--- src/rtl/alu_seq_if.sv ---
//------------------------------------------------------------------------------
// alu_seq_if : op request / result interface of the sequential ALU
// Rev 1.0
//------------------------------------------------------------------------------
`default_nettype none

interface alu_seq_if #(
  parameter int DATA_W = 8,
  parameter int RW     = 2
);
  logic              op_valid;
  logic              op_ready;
  logic [4:0]        op;
  logic [RW-1:0]     src_a;
  logic [RW-1:0]     src_b;
  logic [RW-1:0]     dst;
  logic [DATA_W-1:0] in_data;
  logic [DATA_W-1:0] out_data;
  logic              out_valid;
  logic              flag_z;
  logic              flag_c;
  logic              flag_n;
  logic              flag_e;

  modport master (
    output op_valid, op, src_a, src_b, dst, in_data,
    input  op_ready, out_data, out_valid, flag_z, flag_c, flag_n, flag_e
  );

  modport slave (
    input  op_valid, op, src_a, src_b, dst, in_data,
    output op_ready, out_data, out_valid, flag_z, flag_c, flag_n, flag_e
  );
endinterface

`default_nettype wire

--- src/rtl/alu_seq.sv ---
//------------------------------------------------------------------------------
// alu_seq : register-file ALU with single-cycle ops and iterative MUL/DIV
// Rev 1.0
//------------------------------------------------------------------------------
`default_nettype none

module alu_seq #(
  parameter int DATA_W = 8,
  parameter int NREGS  = 4,
  localparam int RW    = $clog2(NREGS)
) (
  input  wire       clk,
  input  wire       rst,
  alu_seq_if.slave  bus
);
  localparam int CW = $clog2(DATA_W);

  localparam logic [4:0] OP_NOP  = 5'd0,  OP_LD   = 5'd1,  OP_MOV  = 5'd2;
  localparam logic [4:0] OP_ADD  = 5'd3,  OP_SUB  = 5'd4,  OP_SHL  = 5'd5;
  localparam logic [4:0] OP_SHR  = 5'd6,  OP_AND  = 5'd7,  OP_OR   = 5'd8;
  localparam logic [4:0] OP_XOR  = 5'd9,  OP_CMPE = 5'd10, OP_CMPL = 5'd11;
  localparam logic [4:0] OP_CMPG = 5'd12, OP_MUL  = 5'd13, OP_DIV  = 5'd14;
  localparam logic [4:0] OP_OE   = 5'd15, OP_OEHI = 5'd16;

  typedef enum logic [1:0] {
    IDLE = 2'd0,
    BUSY = 2'd1,
    DONE = 2'd2
  } state_t;

  state_t            state;
  logic [DATA_W-1:0] regs [NREGS];
  logic [DATA_W-1:0] hi;
  logic [DATA_W-1:0] p_hi;
  logic [DATA_W-1:0] p_lo;
  logic [DATA_W-1:0] m;
  logic [CW-1:0]     cnt;
  logic              is_div;
  logic [RW-1:0]     dst_q;

  logic [DATA_W-1:0] a;
  logic [DATA_W-1:0] b;
  logic [DATA_W:0]   alu_wide;
  logic [DATA_W-1:0] alu_res;
  logic              alu_c;
  logic [DATA_W:0]   mul_sum;
  logic [DATA_W:0]   div_try;

  assign a             = regs[bus.src_a];
  assign b             = regs[bus.src_b];
  assign bus.op_ready  = (state == IDLE);

  // Top bit of alu_wide is the carry/borrow/shifted-out bit.
  always_comb begin
    alu_wide = '0;
    case (bus.op)
      OP_ADD:  alu_wide = {1'b0, a} + {1'b0, b};
      OP_SUB:  alu_wide = {1'b0, a} - {1'b0, b};
      OP_SHL:  alu_wide = {a, 1'b0};
      OP_SHR:  alu_wide = {a[0], 1'b0, a[DATA_W-1:1]};
      OP_AND:  alu_wide = {1'b0, a & b};
      OP_OR:   alu_wide = {1'b0, a | b};
      OP_XOR:  alu_wide = {1'b0, a ^ b};
      default: alu_wide = '0;
    endcase
  end

  assign alu_res = alu_wide[DATA_W-1:0];
  assign alu_c   = alu_wide[DATA_W];

  // {p_hi,p_lo} is the product/multiplier pair or the remainder/quotient pair.
  assign mul_sum = {1'b0, p_hi} + (p_lo[0] ? {1'b0, m} : '0);
  assign div_try = {p_hi, p_lo[DATA_W-1]} - {1'b0, m};

  always_ff @(posedge clk or posedge rst) begin
    if (rst) begin
      state         <= IDLE;
      for (int i = 0; i < NREGS; i++) regs[i] <= '0;
      hi            <= '0;
      p_hi          <= '0;
      p_lo          <= '0;
      m             <= '0;
      cnt           <= '0;
      is_div        <= 1'b0;
      dst_q         <= '0;
      bus.out_data  <= '0;
      bus.out_valid <= 1'b0;
      bus.flag_z    <= 1'b0;
      bus.flag_c    <= 1'b0;
      bus.flag_n    <= 1'b0;
      bus.flag_e    <= 1'b0;
    end else begin
      bus.out_valid <= 1'b0;
      case (state)
        IDLE: begin
          if (bus.op_valid) begin
            case (bus.op)
              OP_NOP: ;
              OP_LD:  regs[bus.dst] <= bus.in_data;
              OP_MOV: regs[bus.dst] <= a;
              OP_ADD, OP_SUB, OP_SHL, OP_SHR, OP_AND, OP_OR, OP_XOR: begin
                regs[bus.dst] <= alu_res;
                bus.flag_z    <= (alu_res == '0);
                bus.flag_c    <= alu_c;
                bus.flag_n    <= alu_res[DATA_W-1];
                bus.flag_e    <= 1'b0;
              end
              OP_CMPE: bus.flag_z <= (a == b);
              OP_CMPL: bus.flag_z <= (a < b);
              OP_CMPG: bus.flag_z <= (a > b);
              OP_MUL: begin
                m      <= a;
                p_hi   <= '0;
                p_lo   <= b;
                is_div <= 1'b0;
                dst_q  <= bus.dst;
                cnt    <= CW'(DATA_W - 1);
                state  <= BUSY;
              end
              OP_DIV: begin
                if (b == '0) begin
                  regs[bus.dst] <= '1;
                  hi            <= a;
                  bus.flag_z    <= 1'b0;
                  bus.flag_c    <= 1'b0;
                  bus.flag_n    <= 1'b0;
                  bus.flag_e    <= 1'b1;
                end else begin
                  m      <= b;
                  p_hi   <= '0;
                  p_lo   <= a;
                  is_div <= 1'b1;
                  dst_q  <= bus.dst;
                  cnt    <= CW'(DATA_W - 1);
                  state  <= BUSY;
                end
              end
              OP_OE: begin
                bus.out_data  <= a;
                bus.out_valid <= 1'b1;
              end
              OP_OEHI: begin
                bus.out_data  <= hi;
                bus.out_valid <= 1'b1;
              end
              default: bus.flag_e <= 1'b1;
            endcase
          end
        end
        BUSY: begin
          if (is_div) begin
            // Restoring step: keep the trial difference only when it did not borrow.
            p_hi <= div_try[DATA_W] ? {p_hi[DATA_W-2:0], p_lo[DATA_W-1]}
                                    : div_try[DATA_W-1:0];
            p_lo <= {p_lo[DATA_W-2:0], ~div_try[DATA_W]};
          end else begin
            {p_hi, p_lo} <= {mul_sum, p_lo[DATA_W-1:1]};
          end
          cnt <= cnt - 1'b1;
          if (cnt == '0) state <= DONE;
        end
        DONE: begin
          regs[dst_q] <= p_lo;
          hi          <= p_hi;
          bus.flag_z  <= is_div ? (p_lo == '0) : ({p_hi, p_lo} == '0);
          bus.flag_c  <= !is_div && (p_hi != '0);
          bus.flag_n  <= !is_div && p_lo[DATA_W-1];
          bus.flag_e  <= 1'b0;
          state       <= IDLE;
        end
        default: state <= IDLE;
      endcase
    end
  end
endmodule

`default_nettype wire

--- src/flat_wrapper.sv ---
// flat-port wrapper written by rule: the top's interface ports become plain ports
module alu_seq_flat 
#(
  parameter int DATA_W = 8,
  parameter int NREGS  = 4,
  localparam int RW    = $clog2(NREGS)
)
  (clk, rst, bus_op_valid, bus_op, bus_src_a, bus_src_b, bus_dst, bus_in_data, bus_op_ready, bus_out_data, bus_out_valid, bus_flag_z, bus_flag_c, bus_flag_n, bus_flag_e);
  alu_seq_if #(.DATA_W(DATA_W), .RW(2)) bus_i ();
  input  wire clk;
  input  wire rst;
  input wire logic [$bits(bus_i.op_valid)-1:0] bus_op_valid;
  input wire logic [$bits(bus_i.op)-1:0] bus_op;
  input wire logic [$bits(bus_i.src_a)-1:0] bus_src_a;
  input wire logic [$bits(bus_i.src_b)-1:0] bus_src_b;
  input wire logic [$bits(bus_i.dst)-1:0] bus_dst;
  input wire logic [$bits(bus_i.in_data)-1:0] bus_in_data;
  output wire logic [$bits(bus_i.op_ready)-1:0] bus_op_ready;
  output wire logic [$bits(bus_i.out_data)-1:0] bus_out_data;
  output wire logic [$bits(bus_i.out_valid)-1:0] bus_out_valid;
  output wire logic [$bits(bus_i.flag_z)-1:0] bus_flag_z;
  output wire logic [$bits(bus_i.flag_c)-1:0] bus_flag_c;
  output wire logic [$bits(bus_i.flag_n)-1:0] bus_flag_n;
  output wire logic [$bits(bus_i.flag_e)-1:0] bus_flag_e;
  assign bus_i.op_valid = bus_op_valid;
  assign bus_i.op = bus_op;
  assign bus_i.src_a = bus_src_a;
  assign bus_i.src_b = bus_src_b;
  assign bus_i.dst = bus_dst;
  assign bus_i.in_data = bus_in_data;
  assign bus_op_ready = bus_i.op_ready;
  assign bus_out_data = bus_i.out_data;
  assign bus_out_valid = bus_i.out_valid;
  assign bus_flag_z = bus_i.flag_z;
  assign bus_flag_c = bus_i.flag_c;
  assign bus_flag_n = bus_i.flag_n;
  assign bus_flag_e = bus_i.flag_e;
  alu_seq #(.DATA_W(DATA_W), .NREGS(NREGS)) u_core (.clk(clk), .rst(rst), .bus(bus_i));
endmodule
--- config.mk ---
export PLATFORM = sky130hd
export DESIGN_NAME = alu_seq_flat
export DESIGN_NICKNAME = d
export VERILOG_FILES = /design/src/rtl/alu_seq_if.sv /design/src/rtl/alu_seq.sv /design/src/flat_wrapper.sv
export SDC_FILE = /design/constraint.sdc
export NUM_CORES = 1
export LEC_CHECK = 0
export ABC_CLOCK_PERIOD_IN_PS = 3000
export CAP_MARGIN = 10
export CORE_AREA = 2 2 121 123
export CTS_BUF_LIST = sky130_fd_sc_hd__clkbuf_8
export CTS_CLUSTER_DIAMETER = 60
export DETAILED_ROUTE_END_ITERATION = 7
export DIE_AREA = 0 0 123 125
export PLACE_DENSITY = 0.86
export SLEW_MARGIN = 15
export SYNTH_ARGS = -nofsm -noshare
export SYNTH_HDL_FRONTEND = slang
export SYNTH_SLANG_ARGS = --single-unit
--- constraint.sdc ---
create_clock -name clk -period 3 [get_ports clk]
set_clock_uncertainty 0.05 [all_clocks]
set_input_delay 0.3 -clock clk [delete_from_list [all_inputs] [get_ports clk]]
set_output_delay 0.3 -clock clk [all_outputs]
set_load 0.02 [all_outputs]
# Yosys cells after proc, flatten, opt, wreduce, memory -nomap -nowiden

Index checks and enable logic that the tools add are counted.
Widths: inputs -> output; s select.

Register bits: 85
Output and inout bits: 14
Word-level logic and storage cells: 169

Add/subtract/negate cells: 5
$lt $le $gt $ge: 8
Equal/unequal tests: 31
Multiplexer cells: 69
Bitwise operators: 9
Reductions and logical operators: 29

Operator list:

| cell               | count |
|---|---|
| $mux 8             | 18 |
| $bwmux 32          | 4 |
| $pmux 32 s4        | 1 |
| $pmux 8 s2         | 7 |
| $mux 32            | 2 |
| $pmux 32 s2        | 1 |
| $pmux 9 s7         | 1 |
| $eq 5x4->1 const B | 8 |
| $bmux 8 s2         | 2 |
| $demux 8 s2        | 2 |
| $or 32x32->32      | 1 |
| $reduce_and 4->1   | 8 |
| $logic_not 8->1    | 3 |
| $eq 5x3->1 const B | 4 |
| $logic_not 16->1   | 1 |
| $pmux 1 s2         | 7 |
| $ge 3x3->1 const B | 4 |
| $not 2->3          | 4 |
| $pmux 2 s2         | 3 |
| $pmux 3 s2         | 2 |
| $mux 1             | 11 |
| $eq 5x2->1 const B | 2 |
| $add 8x8->9        | 1 |
| $add 8x9->9        | 1 |
| 37 further kinds   | 53 |

# Depth between registers and ports, before layout

Word-level depth: 10
Depth in mapped cells: 13
Depth with buffers taken out: 12

# Worst setup path after synthesis

OpenSTA, ideal clock, no wires.

Path type: input to register
Start point: input port bus_src_a[0]
End point: register u_core.regs[31] in the netlist's numbering
Library setup time: 0.132 ns
Arrival: 3.461 ns
Slack: -0.643 ns
Stages on the path: 12
Buffers on the path: 2
Cells stage by stage: clkbuf_1 -> mux4_2 -> inv_1 -> ha_1 -> clkbuf_1 -> nor3_1 -> nand2_1 -> a311oi_1 -> nor4_1 -> or3_1 -> nor4_1 -> o41ai_2

Cells in the longest elaborated chain, start to end: 10
Elaborated cells between the ends (all ways): 15

RTL lines:

| element                                       | RTL line           | source |
|---|---|---|
| start, declared                               | flat_wrapper.sv:14 | `input wire logic [$bits(bus_i.src_a)-1:0] bus_src_a;` |
| $not 2->3 (implied by the code) (*)           | alu_seq.sv:49      | `assign a = regs[bus.src_a];` |
| $bmux 8 s2 (*)                                | alu_seq.sv:49      |  |
| $mux 8 (implied by the code) (*) (2 in a row) | alu_seq.sv:49      |  |
| $sub 8x8->9, or another cell as far along     | alu_seq.sv:58      | `OP_SUB: alu_wide = {1'b0, a} - {1'b0, b};` |
| $pmux 9 s7                                    | alu_seq.sv:56      | `case (bus.op)` |
| $bwmux 32                                     | alu_seq.sv:102     | `regs[bus.dst] <= alu_res;` |
| $pmux 32 s4 (*)                               | alu_seq.sv:97      | `case (bus.op)` |
| $mux 32 (*)                                   | alu_seq.sv:96      | `if (bus.op_valid) begin` |
| $pmux 32 s2 (*)                               | alu_seq.sv:94      | `case (state)` |
| end signal, assigned by index                 | alu_seq.sv:99      | `OP_LD: regs[bus.dst] <= bus.in_data;` |
| end signal, assigned by index                 | alu_seq.sv:102     |  |
| end signal, assigned by index                 | alu_seq.sv:163     | `regs[dst_q] <= p_lo;` |
| end, declared                                 | alu_seq.sv:32      | `logic [DATA_W-1:0] regs [NREGS];` |

Mark *: on every way between the ends. The rest lies on a longest branch, timed or not. The select of a mux whose other input is x is not followed.
A chain may end at the register's enable or synchronous reset.

# Worst setup path after layout

Start point: register u_core.regs[0] in the netlist's numbering
End point: register u_core.regs[10] in the netlist's numbering

Cells in the longest elaborated chain, start to end: 9
Elaborated cells between the ends (all ways): 16

RTL lines:

| element                                           | RTL line |
|---|---|
| $bmux 8 s2 (on tied branches)                     | alu_seq.sv:49, alu_seq.sv:50 |
| $mux 8 (on tied branches) (2 in a row)            | alu_seq.sv:49, alu_seq.sv:50 |
| $sub 8x8->9 / $add 8x8->9 (equally long branches) | alu_seq.sv:58, alu_seq.sv:57 |
| $pmux 9 s7                                        | alu_seq.sv:56 |
| $bwmux 32                                         | alu_seq.sv:102 |
| $pmux 32 s4                                       | alu_seq.sv:97 |
| $mux 32                                           | alu_seq.sv:96 |
| $pmux 32 s2                                       | alu_seq.sv:94 |

Several ways; a longest one is shown, not always the timed one. The select of a mux whose other input is x is not followed.

==> results.yml <==
timing:
  timing.final.crit_share_pct: 107
  finalMaxSlewViolations: 0
  worst_pin_slew_ns: 0.691
  finalCriticalPeriod_ns: 3.22
  rsz0062_at_grt: "true"
  whs_ns: 0.223
  finalSetupViolations: 46
  hold_violations: 0
  fmaxAchievable_mhz: 310
  layout_setup_ws_ns: -0.225
  relSlewSlack_pct: 53.8
yosys:
  ys_warn_count: 0
  synth_top_area_share_pct: 26.6
  syn_inst: 1006
  synth-main-ff-cell: "dfrtp_1"
  ys_seq_elements: 85
  synth_nets: 1074
  synthArstFlopShare_pct: 100
  yosysUniqueCellTypes: 84
  seq_area_frac_synth_pct: 26.6
  syn_area_per_cell_sq_um: 7.95
  synthTopCellsByArea: "dfrtp_1, ha_1, nand2_1"
  yosys.area.top_type: "dfrtp_1"
  synth_area_sq_um: 8000
  synth_edf_count: 0
floorplan:
  die_area_sq_um: 15400
  io_pins: 36
  initial_core_util_pct: 56.3
  die_h_um: 125
  die_w_um: 123
  coreArea_sq_um: 14200
  row_count: 44
job:
  cap_viol_max_count: 0
setup_path:
  cp.depth: 9
  path_class: "reg -> reg"
  worst_setup_path_start_kind: "register"
  reg2regPathDepth: 9
  rrSetupSlack_ns: -0.22
  worstPathCellList: "mux4_2 > ha_4 > fa_2 > a221oi_1 > o211ai_1 > buf_4 > o221ai_1 > a21oi_1 > mux2_2"
  critPathCaptureType: "register"
  critPathMaxStageDelay_ns: 0.63
  path_delay_family: "compound AO/OA/AOI/OAI gates"
  crit-reg2reg-launch: "u_core.regs[0]"
  timing.rr.end: "u_core.regs[10]"
  crit_required_ns: 3.24
  cp.arrival_ns: 3.47
  worst_path_max_delay_cell: "mux4_2"
  crit_buf_inv: 1
  worstPathMaxFanout: 4
global_routing:
  grt_pass1_vias: 9352
  grt_max_degree: 48
  track_usage_pct: 42.8
  grt_pass1_wl_um: 50600
  antenna_found_initial: 0
  grt_overflow: 0
layout:
  num_antenna_cells: 0
  finalNonFillerCells: 1395
  drive_above_1_share_pct: 31.5
  areaGrowthSynthToFinish_pct: 36.8
  fin_nets: 1274
  final_area_sq_um: 10900
route:
  vias: 9843
  drc: 84
  viasPerCell: 7.06
  post_drt_wl_per_cell_um: 24.8
  dr.pass1.iters: 8
  ant_nets: 0
  drtIter0Drc: 1753
  wl_um: 34600
cts:
  cts_root_buf: "clkbuf_8"
  clock_latency_ns: 0.40
  htreeDepth: 3
  cts_made_buffers: 9
  hold_buffers: 0
  cts_sinks: 85
  path_clk_slew_ns: 0.11
  cts_buffer_depth: 2
  cts_tree: "done"
power_and_ir_drop:
  power_density_nw_per_um2: 1030
  power_leakage_nw: 4.88
  totalPowerFinal_mw: 11.3
  peakVddDrop_v: 0.000508
outcome:
  violations: "design-rule violations, negative setup slack"
  status: "complete, but fails checks"
placed_design:
  dp_slack_ns: -0.822
  port_buffers: 35
  dp_hpwl_um: 23400
  placed_cell_area_sq_um: 9930
  place.gp.congestion: 1.04
  place_inst: 1338
worst_hold_path:
  hold_path.class: "in -> async"
## cell type report
cell class                      count  area (sq um)
Fill cell                         903          3260
Clock inverter                      7          86.3
Timing Repair Buffer              263          2270
Sequential cell                    85          2130
Inverter                           46           180
Clock buffer                        9           124
Tap cell                          184           230
Multi-Input combinational cell    801          5920
## worst reg2reg max path, cell delays in order, from the launching register on
cell	delay [ns]
dfrtp_1	0.40
mux4_2	0.63
ha_4	0.23
fa_2	0.40
a221oi_1	0.53
o211ai_1	0.16
buf_4	0.21
o221ai_1	0.17
a21oi_1	0.09
mux2_2	0.26
## where the power goes
part | internal [mW] | leakage, nW | switching [mW]
Sequential | 1.66 | 1.05 | 0.612
Combinational | 3.82 | 3.72 | 4.31
Clock | 0.404 | 0.104 | 0.528
Total | 5.88 | 4.88 | 5.45
## worst max path at each step
stage	from	end	slack [ns]
floorplan	bus_src_a[1]	u_core.regs[15]	0.003
global placement	bus_src_b[0]	u_core.regs[29]	-0.76
detailed placement	bus_src_b[0]	u_core.regs[29]	-0.82
CTS	u_core.regs[0]	u_core.regs[14]	-0.13
global route	u_core.regs[0]	u_core.regs[6]	-0.31
finish	u_core.regs[0]	u_core.regs[10]	-0.22
## cells in the final DEF (no fill, tap or decap), types with 7 or more instances in the layout
cell type | synthesis | final
a21oi_1 | 78 | 69
a22oi_1 | 13 | 13
and2_1 | 17 | 18
dfrtp_1 | 85 | 85
nand2_1 | 126 | 124
a31oi_1 | 33 | 31
xnor2_1 | 9 | 8
a21o_1 | 11 | 11
clkdlybuf4s50_1 | 0 | 32
inv_1 | 44 | 36
buf_4 | 3 | 197
a211oi_1 | 14 | 9
nor2b_1 | 15 | 13
ha_4 | 0 | 7
nand2b_1 | 9 | 8
mux4_2 | 7 | 13
mux2i_1 | 21 | 21
buf_12 | 0 | 11
o21ai_1 | 1 | 10
o211ai_1 | 12 | 12
mux2_2 | 17 | 11
nor2_1 | 92 | 88
nand3_1 | 23 | 20
o21ai_0 | 74 | 63
clkbuf_8 | 0 | 9
a21oi_2 | 1 | 8
ha_1 | 42 | 33
nor3_1 | 18 | 15
buf_6 | 3 | 19
## kinds of logic (layout without fill, tap and decap cells)
kind of cell	count (synthesis)	count (layout)	synth area share [%]
simple gates	351	351	20.6
buf+inv	120	325	6.15
compound gates	339	339	28.4
flops	85	85	26.6
fa+ha+maj	46	46	7.57
mux	52	52	9.29
xor+xnor	13	13	1.42
## Yosys cell counts, types with 10 or more instances
| master | number |
|---|---|
| nor2b_1 | 15 |
| nor2_1 | 92 |
| and2_1 | 17 |
| a21o_1 | 11 |
| mux2i_1 | 21 |
| a22oi_1 | 13 |
| ha_1 | 42 |
| a211oi_1 | 14 |
| nor3_1 | 18 |
| nand2_1 | 126 |
| o221ai_1 | 10 |
| clkbuf_1 | 59 |
| o211ai_1 | 12 |
| a21oi_1 | 78 |
| dfrtp_1 | 85 |
| o21ai_0 | 74 |
| nand3_1 | 23 |
| mux2_2 | 17 |
| inv_1 | 44 |
| a31oi_1 | 33 |
## stage by stage
stage,util [%],TNS (ns)
after floorplan,-,0
after global placement,69.9,-38.95
after detailed placement,69.9,-43.55
after CTS,74.8,-1.84
after global routing,77.1,-9.72
final,77.1,-4.75
## registers in the layout, summed over array words and instances, names as in the netlist, 2 cells and up
name and flops:
u_core.regs 32, u_core.bus.out_data 8, u_core.hi 8, u_core.m 8, u_core.p_hi 8, u_core.p_lo 8
u_core.cnt 3, u_core.dst_q 2, u_core.state 2
## repair_timing
action	in CTS	in global routing
gates resized for setup	71	54
gates cloned	0	2
setup endpoints to repair	69	60
setup buffers	25	16
pin swaps	49	25
## per-layer routing
layer | vias to the layer above | routed length, um | global-route usage [%]
met1 | 4557 | 12000 | 53.2
li1 | 4112 | - | -
met3 | 300 | 4550 | 11.0
met2 | 874 | 15000 | 64.8
met5 | - | 0 | 0
met4 | 0 | 3030 | 28.9
(Power assumes the default switching activity.)
==> RTL change: new RTL, same settings <==
`DATA_W` is set to 8 in 3 places; all go to 4.
--- a/src/rtl/alu_seq_if.sv
+++ b/src/rtl/alu_seq_if.sv
@@ -5,7 +5,7 @@
 `default_nettype none
 
 interface alu_seq_if #(
-  parameter int DATA_W = 8,
+  parameter int DATA_W = 4,
   parameter int RW     = 2
 );
   logic              op_valid;
--- a/src/rtl/alu_seq.sv
+++ b/src/rtl/alu_seq.sv
@@ -5,7 +5,7 @@
 `default_nettype none
 
 module alu_seq #(
-  parameter int DATA_W = 8,
+  parameter int DATA_W = 4,
   parameter int NREGS  = 4,
   localparam int RW    = $clog2(NREGS)
 ) (
--- a/src/flat_wrapper.sv
+++ b/src/flat_wrapper.sv
@@ -1,7 +1,7 @@
 // flat-port wrapper written by rule: the top's interface ports become plain ports
 module alu_seq_flat 
 #(
-  parameter int DATA_W = 8,
+  parameter int DATA_W = 4,
   parameter int NREGS  = 4,
   localparam int RW    = $clog2(NREGS)
 )
Ports: changed (resized bus_in_data and bus_out_data); port bits go from 36 to 28. The function was not compared with the original's and may differ.
==> RTL change against the unedited design <==
  * The flow finishes with violations (negative setup slack)
  * Wire length is 58% lower
  * Via count down 52%
  * Area after synthesis is 45% lower
  * Hold slack got worse by 0.027 ns
  * Cell count is 43% lower
  * Combinational power down 61%
  * Sequential cell count shrank 37
  * Power is 57% lower
  * Cell area decreased by 48%
  * Setup slack improved by 0.15 ns
  * Clock power fell by 45%
  * Highest routed layer unchanged
==> RTL change: results (changes against the unedited design) <==
| Metric | Value |
|---|---|
| Status | `finished, violations left` |
| Violated checks | `negative setup slack` |
| Slowest stage delay, CP | `0.59 ns (-0.04 ns)` |
| Port Buffers | `27 (-23%)` |
| Fillers | `1359 (+50%)` |
| Synth area leaders | `dfrtp_1, ha_1, mux2i_1, mux4_2, nand2_1` |
| Max VDD drop | `317.5 uV (-38%)` |
| Detailed-router iteration count before antenna repair | `5 (-3)` |
| DRC | `0 (-100%)` |
| Pin count of the biggest net entering global routing | `27 (-44%)` |
| # setup viols final | `4 (-91%)` |
| DR vias/cell | `5.937 (-16%)` |
| Top cells by count, synth | `dfrtp_1, nand2_1, nor2_1` |
| Post-Route WL | `14530 um (-58%)` |
| CP max-delay cell | `or4_4` |
| H-tree Lvls | `2 (-1)` |
| Clk Latency, worst-skew pair | `0.32 ns (-0.08 ns)` |
| Post-detail-place hpwl | `10890 um (-53%)` |
| Critical path arrival | `3.24 ns (-0.23 ns)` |
| Final Worst Setup Slack | `-0.07716 ns (+0.1475 ns)` |
| DRT iter0 DRCs | `604 (-66%)` |
| Syn_nets | `573 (-47%)` |
| Worst Tran Pin Value | `0.6590 ns (-0.03195 ns)` |
| Layout cell share with drive strength beyond 1 | `20.79% (-11 points)` |
| Nets | `653 (-49%)` |
| First element of the critical path | `u_core.regs[4]` |
| Flip-flop count of the largest register after layout | `16 (-50%)` |
| Yosys cell types | `61 (-27%)` |
| Cell family with most CP delay | `simple AND/OR/NAND/NOR gates` |
| Post-synthesis sequential area ratio | `27.20% (+0.61 points)` |
| Standby leakage power | `2.431 nW (-50%)` |
| CTS buffer count | `5 (-4)` |
| Global-route wire length before repair | `23500 um (-54%)` |
[RTL change: worst min-delay path by stage]
stage                      end          start  slack [ns]
3_3_place_gp     u_core.cnt[0]  u_core.cnt[0]        0.42
3_5_place_dp     u_core.cnt[0]  u_core.cnt[0]        0.42
2_1_floorplan  u_core.dst_q[0]     bus_dst[0]        0.38
5_1_grt         u_core.p_hi[2]            rst        0.24
6_report        u_core.p_hi[2]            rst        0.20
4_1_cts          u_core.cnt[0]            rst        0.21
[RTL change: metal layers]
| metal | vias to the layer above | track usage [%] | part of all wire, % |
|---|---|---|---|
| met3 | 60 | 3.057 | 8.6 |
| met5 | - | 0 | 0 |
| li1 | 2140 | - | - |
| met4 | 0 | 9.425 | 4.4 |
| met1 | 2241 | 25.39 | 40 |
| met2 | 279 | 30.03 | 47 |
[RTL change: cell families (layout without fill, tap and decap cells)]
kind of cell / Yosys count / count (layout) / synth area share [%]
fa+ha+maj: 25 / 25 / 7.762
xor+xnor: 7 / 7 / 1.388
mux: 34 / 34 / 10.14
flops: 48 / 48 / 27.20
buf+inv: 64 / 145 / 5.467
compound gates: 176 / 176 / 26.49
simple gates: 176 / 176 / 21.56
[RTL change: timing repair]
action	in CTS	in global routing
hold buffers	0	0
pin swaps	1	3
buffers inserted	1	0
gates cloned	0	0
endpoints found under the setup margin	10	9
gates resized for setup	12	9
[RTL change: layout make-up]
| class | count | area (um^2) | share of cell area [%] |
|---|---|---|---|
| Multi-Input combinational cell | 418 | 3095 | 54.80 |
| Tap cell | 184 | 230.2 | 4.075 |
| Clock inverter | 3 | 46.29 | 0.8195 |
| Inverter | 31 | 116.4 | 2.060 |
| Timing Repair Buffer | 106 | 890.9 | 15.77 |
| Sequential cell | 48 | 1201 | 21.26 |
| Clock buffer | 5 | 68.82 | 1.218 |
[RTL change: metrics by stage]
| step | worst slack [ns] | utilization (%) | setup TNS (ns) | power, mW | cells |
|---|---|---|---|---|---|
| floorplan | 0.001765 | - | 0 | 2.959 | 530 |
| global placement | -0.4664 | 38.19 | -6.070 | 4.110 | 786 |
| detailed placement | -0.5873 | 38.19 | -6.931 | 4.192 | 786 |
| CTS | -0.03470 | 39.42 | -0.05331 | 4.787 | 795 |
| global route | -0.1609 | 39.77 | -0.6220 | 5.208 | 795 |
| finish | -0.07716 | 39.77 | -0.2830 | 4.884 | 795 |
[RTL change: report_power, final]
part | leakage, nW | internal, mW | total, mW | switching, mW
sequential | 0.605 | 0.913 | 1.24 | 0.329
combinational | 1.77 | 1.50 | 3.13 | 1.64
clock | 0.0548 | 0.252 | 0.508 | 0.256
total | 2.43 | 2.66 | 4.88 | 2.22
